===== src/rtl/zombie_pkg.sv =====
// Shared constants for the punch-zombie game sequencer: monster types,
// FSM state encoding and the default number of on-screen slots.
package zombie_pkg;

    // Number of on-screen monster positions (queue depth).
    localparam int DEFAULT_SLOTS = 6;

    // Monster types; EMPTY marks a blank slot and is never a valid random value.
    localparam logic [1:0] EMPTY    = 2'd0;
    localparam logic [1:0] ZOMBIE_A = 2'd1;
    localparam logic [1:0] ZOMBIE_B = 2'd2;
    localparam logic [1:0] ZOMBIE_C = 2'd3;

    // FSM state encoding, also exported on the debug state port.
    localparam logic [2:0] S_IDLE   = 3'd0;
    localparam logic [2:0] S_FILL   = 3'd1;
    localparam logic [2:0] S_PLAY   = 3'd2;
    localparam logic [2:0] S_REFILL = 3'd3;
    localparam logic [2:0] S_OVER   = 3'd4;

endpackage


===== src/rtl/zombie_game_ctrl_type_queue.sv =====
// Monster-type shadow queue. It mirrors the picture shift registers of the
// matrix generator: a push drops slot 0, shifts everything one position
// toward the front and loads the new type at the tail.
module type_queue
    import zombie_pkg::*;
#(
    parameter int SLOTS = DEFAULT_SLOTS
) (
    input  logic       clk,
    input  logic       rst,
    input  logic       push,
    input  logic       clear,
    input  logic [1:0] push_type,
    output logic [1:0] front
);

    logic [SLOTS-1:0][1:0] slots;

    // Shift toward slot 0 on push; clear blanks every slot at once.
    always_ff @(posedge clk or posedge rst) begin
        if (rst) begin
            slots <= '0;
        end else if (clear) begin
            slots <= '0;
        end else if (push) begin
            for (int i = 0; i < SLOTS - 1; i++) begin
                slots[i] <= slots[i+1];
            end
            slots[SLOTS-1] <= push_type;
        end
    end

    assign front = slots[0];

endmodule


===== src/rtl/zombie_game_ctrl.sv =====
// Game sequencer for the punch-zombie LED-matrix game. Fills the monster
// queue from the random source, judges punches against the front monster,
// issues advance/clear commands to the picture datapath and keeps score,
// lives and the game timer.
module zombie_game_ctrl
    import zombie_pkg::*;
#(
    parameter int SLOTS      = DEFAULT_SLOTS,
    parameter int LIVES      = 3,
    parameter int TIME_LIMIT = 60
) (
    input  logic       clk,
    input  logic       rst,
    input  logic       start,
    input  logic [2:0] btn,
    input  logic       tick,
    input  logic       rnd_valid,
    input  logic [1:0] rnd_data,
    output logic       rnd_req,
    output logic       advance,
    output logic [1:0] new_type,
    output logic       clear,
    output logic [1:0] front_type,
    output logic [7:0] score,
    output logic [1:0] lives,
    output logic [7:0] time_left,
    output logic       gameover,
    output logic [2:0] state
);

    localparam int CW = $clog2(SLOTS + 1);

    logic [2:0]    btn_s;
    logic [2:0]    btn_d;
    logic [2:0]    edges;
    logic [2:0]    target;
    logic [CW-1:0] fill_cnt;
    logic [2:0]    next_state;
    logic          in_game;
    logic          expiring;
    logic          expired;
    logic          stop;
    logic          hit;
    logic          miss;
    logic          accept;
    logic          fill_done;
    logic          start_game;
    logic          enter_over;

    // Judge logic: button edges, time-out, random acceptance. A tick that
    // takes the timer to zero freezes judging so a coincident hit is lost.
    always_comb begin
        edges      = btn_s & ~btn_d;
        in_game    = (state == S_PLAY) || (state == S_REFILL);
        expiring   = in_game && tick && (time_left == 8'd1);
        expired    = in_game && (time_left == 8'd0);
        stop       = expiring || expired;
        case (front_type)
            ZOMBIE_A: target = 3'b001;
            ZOMBIE_B: target = 3'b010;
            ZOMBIE_C: target = 3'b100;
            default:  target = 3'b000;
        endcase
        hit        = (state == S_PLAY) && !stop && (edges != 3'b000) && (edges == target);
        miss       = (state == S_PLAY) && !stop && (edges != 3'b000) && !hit;
        accept     = ((state == S_FILL) || ((state == S_REFILL) && !stop))
                     && rnd_valid && (rnd_data != EMPTY);
        fill_done  = (state == S_FILL) && accept && (fill_cnt == CW'(SLOTS - 1));
        start_game = start && ((state == S_IDLE) || (state == S_OVER));
    end

    // Next-state selection; time-out outranks hit/miss.
    always_comb begin
        next_state = state;
        case (state)
            S_IDLE:   if (start_game) next_state = S_FILL;
            S_FILL:   if (fill_done) next_state = S_PLAY;
            S_PLAY: begin
                if (expired)                        next_state = S_OVER;
                else if (hit)                       next_state = S_REFILL;
                else if (miss && lives == 2'd1)     next_state = S_OVER;
            end
            S_REFILL: begin
                if (expired)     next_state = S_OVER;
                else if (accept) next_state = S_PLAY;
            end
            S_OVER:   if (start_game) next_state = S_FILL;
            default:  next_state = S_IDLE;
        endcase
        enter_over = (next_state == S_OVER) && (state != S_OVER);
    end

    // State register and the two-stage button history used for edge detection.
    always_ff @(posedge clk or posedge rst) begin
        if (rst) begin
            state <= S_IDLE;
            btn_s <= 3'b000;
            btn_d <= 3'b000;
        end else begin
            state <= next_state;
            btn_s <= btn;
            btn_d <= btn_s;
        end
    end

    // Score, lives, timer and fill counter; all re-initialised on start.
    always_ff @(posedge clk or posedge rst) begin
        if (rst) begin
            score     <= 8'd0;
            lives     <= 2'(LIVES);
            time_left <= 8'(TIME_LIMIT);
            fill_cnt  <= '0;
        end else if (start_game) begin
            score     <= 8'd0;
            lives     <= 2'(LIVES);
            time_left <= 8'(TIME_LIMIT);
            fill_cnt  <= '0;
        end else begin
            if (in_game && tick && (time_left != 8'd0)) time_left <= time_left - 8'd1;
            if (hit && (score != 8'd255))              score     <= score + 8'd1;
            if (miss && (lives != 2'd0))               lives     <= lives - 2'd1;
            if ((state == S_FILL) && accept)           fill_cnt  <= fill_cnt + CW'(1);
        end
    end

    // Registered datapath commands and status flags.
    always_ff @(posedge clk or posedge rst) begin
        if (rst) begin
            rnd_req  <= 1'b0;
            advance  <= 1'b0;
            new_type <= EMPTY;
            clear    <= 1'b0;
            gameover <= 1'b0;
        end else begin
            rnd_req  <= ((next_state == S_FILL) || (next_state == S_REFILL)) && !expiring;
            advance  <= accept;
            new_type <= accept ? rnd_data : EMPTY;
            clear    <= enter_over;
            gameover <= (next_state == S_OVER);
        end
    end

    type_queue #(
        .SLOTS(SLOTS)
    ) u_queue (
        .clk      (clk),
        .rst      (rst),
        .push     (accept),
        .clear    (enter_over),
        .push_type(rnd_data),
        .front    (front_type)
    );

endmodule


===== config.mk =====
export PLATFORM = sky130hd
export DESIGN_NAME = zombie_game_ctrl
export DESIGN_NICKNAME = d
export VERILOG_FILES = /design/src/rtl/zombie_pkg.sv /design/src/rtl/zombie_game_ctrl_type_queue.sv /design/src/rtl/zombie_game_ctrl.sv
export SDC_FILE = /design/constraint.sdc
export NUM_CORES = 1
export LEC_CHECK = 0
export CAP_MARGIN = 20
export CORE_MARGIN = 4
export CORE_UTILIZATION = 52
export DETAILED_ROUTE_END_ITERATION = 10
export PLACE_DENSITY = 0.78
export SLEW_MARGIN = 0
export SYNTH_ARGS = -nofsm -noshare
export SYNTH_HDL_FRONTEND = slang
export SYNTH_HIERARCHICAL = 1
export SYNTH_SLANG_ARGS = --single-unit
export TNS_END_PERCENT = 10

===== constraint.sdc =====
create_clock -name clk -period 2.9 [get_ports clk]
set_input_delay 0.58 -clock clk [delete_from_list [all_inputs] [get_ports clk]]
set_output_delay 0.58 -clock clk [all_outputs]
set_load 0.03 [all_outputs]

[Yosys cells after proc, flatten, opt, wreduce, memory -nomap -nowiden]
Cells that the tools add are included.
Storage, ports and cells
  input port bits: 10
  output and inout bits: 29
  flip-flop bits (word level): 48
Operators by class
  reduce and logical (&&, ||, !) cells: 39
  mux-type cells: 20
  equal/unequal tests: 16
  bitwise gates (word level): 2
  add/sub/neg operators: 4
Operators with widths (number)
  $mux 8: 4
  $mux 3: 9
  $mux 12: 2
  $logic_and 1x1->1: 19
  $reduce_bool 2->1: 7
  $pmux 3 s4: 1
  $eq 3x2->1 const B: 3
  $eq 3x3->1 const B: 3
  $pmux 3 s3: 1
  $add 8x1->8 const B: 1
  $eq 8x1->1 const B: 1
  $logic_not 8->1: 1
  $ne 8x8->1 const B: 1
  $reduce_bool 8->1: 1
  $sub 8x1->8 const B: 1
  $eq 3x1->1 const B: 2
  $mux 2: 3
  $logic_or 1x1->1: 5
  $eq 2x1->1 const B: 2
  $eq 2x2->1 const B: 2
  $add 3x1->3 const B: 1
  $and 3x3->3: 1
  $eq 3x3->1: 1
  $logic_not 1->1: 3
  6 further kinds: 6

[Depth between registers and ports, before layout]
  word-level depth: 19
  mapped depth: 9
  mapped depth without buffers: 8

[Cells and area by module]
Netlist, hierarchy kept.
By module, submodules not included
  zombie_game_ctrl: instances 1, cells each 177, area an instance 1808.0 sq um
  type_queue: instances 1, cells each 41, area an instance 499.2 sq um

[Worst setup path after synthesis]
No wires, ideal clock.
  path type: flip-flop to flip-flop
  start point: register time_left[0]
  end point: register u_queue.slots (netlist bit u_queue/front[0])
  data arrival time: 2136 ps
  clock period less this slack: 2268 ps
  cell stages (with the launch flop): 9
  path buffers: 1
  library setup time: 132 ps
  setup slack: 632 ps
  path through: dfrtp_1 -> inv_1 -> ha_1 -> a21oi_1 -> nor3_1 -> nor3_1 -> buf_6 -> mux2i_1 -> nor2_1
RTL lines
  start: declaration: line zombie_game_ctrl.sv:26  | output logic [7:0] time_left,
  start signal: assignment: line zombie_game_ctrl.sv:111  | time_left <= 8'(TIME_LIMIT);
  start signal: assignment: line zombie_game_ctrl.sv:116  | time_left <= 8'(TIME_LIMIT);
  start signal: assignment: line zombie_game_ctrl.sv:119  | if (in_game && tick && (time_left != 8'd0)) time_left <= time_left - 8'd1;
  $eq 8x1->1 or $logic_not 8->1 (tied branches): line zombie_game_ctrl.sv:55, zombie_game_ctrl.sv:56
  $logic_and 1x1->1, on equally long branches: line zombie_game_ctrl.sv:55, zombie_game_ctrl.sv:56
  $logic_or 1x1->1 *: line zombie_game_ctrl.sv:57  | stop = expiring || expired;
  $logic_not 1->1 *: line zombie_game_ctrl.sv:66  | accept = ((state == S_FILL) || ((state == S_REFILL) && !stop))
  $logic_and 1x1->1 *: line zombie_game_ctrl.sv:66
  $logic_or 1x1->1 *: line zombie_game_ctrl.sv:66
  $logic_and 1x1->1 * (2 in a row): line zombie_game_ctrl.sv:67  | && rnd_valid && (rnd_data != EMPTY);
  net accept: line zombie_game_ctrl.sv:45  | logic accept;
  $logic_and 1x1->1 (2 in a row): line zombie_game_ctrl.sv:68  | fill_done = (state == S_FILL) && accept && (fill_cnt == CW'(SLOTS - 1));
  $mux 3: line zombie_game_ctrl.sv:77  | S_FILL: if (fill_done) next_state = S_PLAY;
  $pmux 3 s4: line zombie_game_ctrl.sv:75  | case (state)
  $eq 3x3->1: line zombie_game_ctrl.sv:90  | enter_over = (next_state == S_OVER) && (state != S_OVER);
  $logic_and 1x1->1: line zombie_game_ctrl.sv:90
  $mux 12 or $reduce_bool 2->1 (tied branches)
  end signal: indexed assignment: line zombie_game_ctrl_type_queue.sv:27  | slots[i] <= slots[i+1];
  end signal: indexed assignment: line zombie_game_ctrl_type_queue.sv:29  | slots[SLOTS-1] <= push_type;
  end: declaration: line zombie_game_ctrl_type_queue.sv:17  | logic [SLOTS-1:0][1:0] slots;
Mark *: on every way through the listed nets, which the timed path passes. The rest lies on a longest branch.
A chain may end at the register's enable or synchronous reset.

[Worst setup path in the final report]
  start point: register time_left[6]
  end point: register u_queue/slots[6] (netlist bit)
On the way
  longest elaborated chain between the ends: 17
Ends and longest elaborated chain
  $eq 8x1->1 or $logic_not 8->1 (tied branches): line zombie_game_ctrl.sv:55, zombie_game_ctrl.sv:56
  $logic_and 1x1->1, on equally long branches: line zombie_game_ctrl.sv:55, zombie_game_ctrl.sv:56
  $logic_or 1x1->1: line zombie_game_ctrl.sv:57
  $logic_not 1->1: line zombie_game_ctrl.sv:64, zombie_game_ctrl.sv:65, zombie_game_ctrl.sv:66
  $logic_and 1x1->1 (2 in a row): line zombie_game_ctrl.sv:64, zombie_game_ctrl.sv:65
  $logic_and 1x1->1: line zombie_game_ctrl.sv:64  | hit = (state == S_PLAY) && !stop && (edges != 3'b000) && (edges == target);
  $logic_not 1->1: line zombie_game_ctrl.sv:65  | miss = (state == S_PLAY) && !stop && (edges != 3'b000) && !hit;
  $logic_and 1x1->1: line zombie_game_ctrl.sv:65
  $logic_and 1x1->1: line zombie_game_ctrl.sv:81  | else if (miss && lives == 2'd1) next_state = S_OVER;
  $mux 3: line zombie_game_ctrl.sv:81
  $mux 3: line zombie_game_ctrl.sv:80  | else if (hit) next_state = S_REFILL;
  $mux 3: line zombie_game_ctrl.sv:79  | if (expired) next_state = S_OVER;
  $pmux 3 s4 *: line zombie_game_ctrl.sv:75
  $eq 3x3->1 *: line zombie_game_ctrl.sv:90
  $logic_and 1x1->1 *: line zombie_game_ctrl.sv:90
  net enter_over: line zombie_game_ctrl.sv:48  | logic enter_over;
  $mux 12 or $reduce_bool 2->1 (tied branches)
Marks and branches as above.

==> flow_summary.ini <==
[routing]
ant_nets = 0
viasPerCell = 5.53
first_iter_violations = 92
wire_per_inst_um = 14.7
wl_um = 4590
vias = 1719
route.detailed.drc = 0
dr.pass1.iters = 4

[die]
die_y_um = 74.6
die-area_mm2 = 0.00557
ioPinCount = 39
initial_core_util_pct = 55.7
row_count = 23
core_mm2 = 0.00414
die_w_um = 74.6

[clock_tree]
cts_resized = 0
root_buffer = clkbuf_8
cts_tree = done
hold_buffers = 0
cts_sinks = 48
clockBufferDepth = 2
postCtsSetupBuffers = 0
h-tree-depth = 2
cts_made_buffers = 5
clock_latency_ns = 0.29
clkTransAtPathRegs_ns = 0.08

[logic_synthesis]
syn_area_mm2 = 0.00231
synthTopCellsByArea = dfrtp_1, dfstp_2, mux2i_1, ha_1, nor2_1
ys_async_sr_fraction_pct = 100
syn_avg_cell_area_um2 = 10.6
synthFlopType = dfrtp_1
seq_area_frac_synth_pct = 52.4
ys_ff_latch = 48
synth_edf_count = 0
syn_inst = 218
ys.warnings.count = 6
syn_nets = 236
yosys.area.top_type = dfrtp_1
synth_cell_type_count = 40
netlist.area_leader.share_pct = 45.6

[timing]
finalCritPeriodShare_pct = 82.0
relSlewSlack_pct = 60.8
timing.fmax_mhz = 420
rsz0062_at_grt = false
drv_slew = 0
fin_crit_ns = 2.38
fin_ws_ns = 0.522
finalHoldViolCount = 0
final.setup_skew_ns = 0.00536
setup_viol = 0
whs_ns = 0.375
tightest_slew_ns = 0.583
tns_ns = 0

[worst_hold_path]
hp-start = btn_s[2]
hold_class = reg -> reg

[run_status]
status = finished, final reports clean

[worst_setup_path]
cp-end-kind = register
crit_required_ns = 3.11
start_kind = register
r2r_start = time_left[6]
cp_max_fo = 13
crit_arrival_ns = 2.59
cpMaxStageDelayCell = or4_4
critPathBufInv = 0
crit_top_cell = nand2_1
slowest_delay_ns = 0.58
path_delay_family = simple AND/OR/NAND/NOR gates
crit_chain = or4_4, or2_4, o221ai_1, nor3_1, nand2_1, nand2_1, nor2_1
worstSetupStartpoint = time_left[6]
criticalPathCategory = reg -> reg

[finish]
insertedDiodeCount = 0
syn2layout_area_growth_pct = 22.5
drive_above_1_share_pct = 9.58
final_cell_area_mm2 = 0.00283
num-nets-final = 278

[global_routing]
grt_overflow = 0
grt_pass1_wl_um = 7910
antenna_found_initial = 0
track_usage_pct = 18.5
grt_max_degree = 33
grt_pass1_vias = 1737

[job]
max_cap_viol_count = 0

[place]
dpl.hpwl_um = 3300
numPortBuffers = 38
finalWeightedCongestion = 0.834
post-place-ws_ns = 0.298
dpl_cell_area_mm2 = 0.00273

[power]
p_leak_nw = 1.23
powerDensity_mw_per_mm2 = 810
ir_worst_vdd_v = 0.000464
-- kinds of logic after synthesis --
logic type	after synthesis	synth area share, %
adder cells (fa/ha/maj)	8	4.34
AND/OR/NAND/NOR	85	19.3
AO/OA/AOI/OAI	37	11.7
buffers and inverters	21	4.39
flip-flops	48	52.4
XOR/XNOR	6	2.28
multiplexers	13	5.64
-- per-stage QoR --
step / total power, mW / cells / utilization (%)
2_1_floorplan: 1.62 / 218 / -
3_3_place_gp: 1.87 / 303 / 65.9
3_5_place_dp: 1.90 / 303 / 65.9
4_1_cts: 2.31 / 311 / 68.2
5_1_grt: 2.45 / 311 / 68.2
6_report: 2.29 / 311 / 68.2
-- placed cells by master, fill, tap and decap left out, types with 2 or more instances in the layout --
| master | count |
|---|---|
| dfrtp_1 | 42 |
| clkdlybuf4s50_1 | 38 |
| nor2_1 | 25 |
| inv_1 | 15 |
| mux2i_1 | 13 |
| nand3_1 | 11 |
| a21oi_1 | 11 |
| o21ai_0 | 9 |
| ha_1 | 8 |
| nand2b_1 | 7 |
| nand2_1 | 7 |
| nor3_1 | 6 |
| clkbuf_8 | 6 |
| dfstp_2 | 6 |
| or3_1 | 5 |
| nor2b_1 | 4 |
| and2_1 | 4 |
| xnor2_1 | 4 |
| o31ai_1 | 3 |
| or4_1 | 3 |
| and3_1 | 3 |
| a31oi_1 | 3 |
| nor4_1 | 3 |
| buf_4 | 3 |
| nand4_1 | 2 |
| o21ai_1 | 2 |
| xor2_1 | 2 |
-- Yosys cell counts (2+ instances only) --
library cell and n:
a21oi_1 11, a31oi_1 3, and2_1 4, and3_1 3, buf_4 2, buf_6 2, clkbuf_1 2, dfrtp_1 42
dfstp_2 6, ha_1 8, inv_1 15, mux2i_1 13, nand2_1 7, nand2b_1 7, nand3_1 11, nand4_1 2
nor2_1 25, nor2b_1 4, nor3_1 7, nor4_1 3, o21ai_0 9, o21ai_1 2, o31ai_1 3, or3_1 5
or4_1 3, xnor2_1 4, xor2_1 2
-- worst register-to-register path, stage by stage, from the launching register on --
cell      delay [ns]
dfrtp_1         0.41
or4_4           0.58
or2_4           0.30
o221ai_1        0.25
nor3_1          0.08
nand2_1         0.17
nand2_1         0.30
nor2_1          0.20
-- cell type report --
cell class                 instances  area [um^2]
fill                             334         1320
sequential                        48         1210
multi-input combinational        149         1000
timing repair buffer              41          403
clock buffer                       7         86.3
tap                               50         62.6
inverter                          15         56.3
clock inverter                     1         7.51
-- where the power goes --
group          switching [mW]  internal (mW)
clock                   0.207          0.194
sequential              0.149          0.864
combinational           0.508          0.367
total                   0.864           1.43
-- per-layer routing --
layer	track usage, %	part of all wire [%]
met3	4.67	6.5
met4	6.52	1.1
met1	25.2	45
met2	28.9	47
met5	0	0
-- final timing paths --
check | slack [ns] | to | cells past startpoint
min reg2reg | 0.38 | btn_d[2] | 0
max reg2reg | 0.52 | u_queue/slots[6] | 7
max | 0.52 | u_queue/slots[6] | 7
min | 0.38 | btn_d[2] | 0
max in group asynchronous | 1.70 | time_left[2] | 3
min in group asynchronous | 0.52 | advance | 2
-- state kept, by name (all words and copies together) (netlist names) --
register / count
btn_s: 3
rnd_req: 1
btn_d: 3
gameover: 1
u_queue/slots: 10
u_queue/front: 2
new_type: 2
fill_cnt: 3
clear: 1
score: 8
time_left: 8
lives: 2
advance: 1
state: 3
Note: power is estimated with default switching activity, not from simulation.
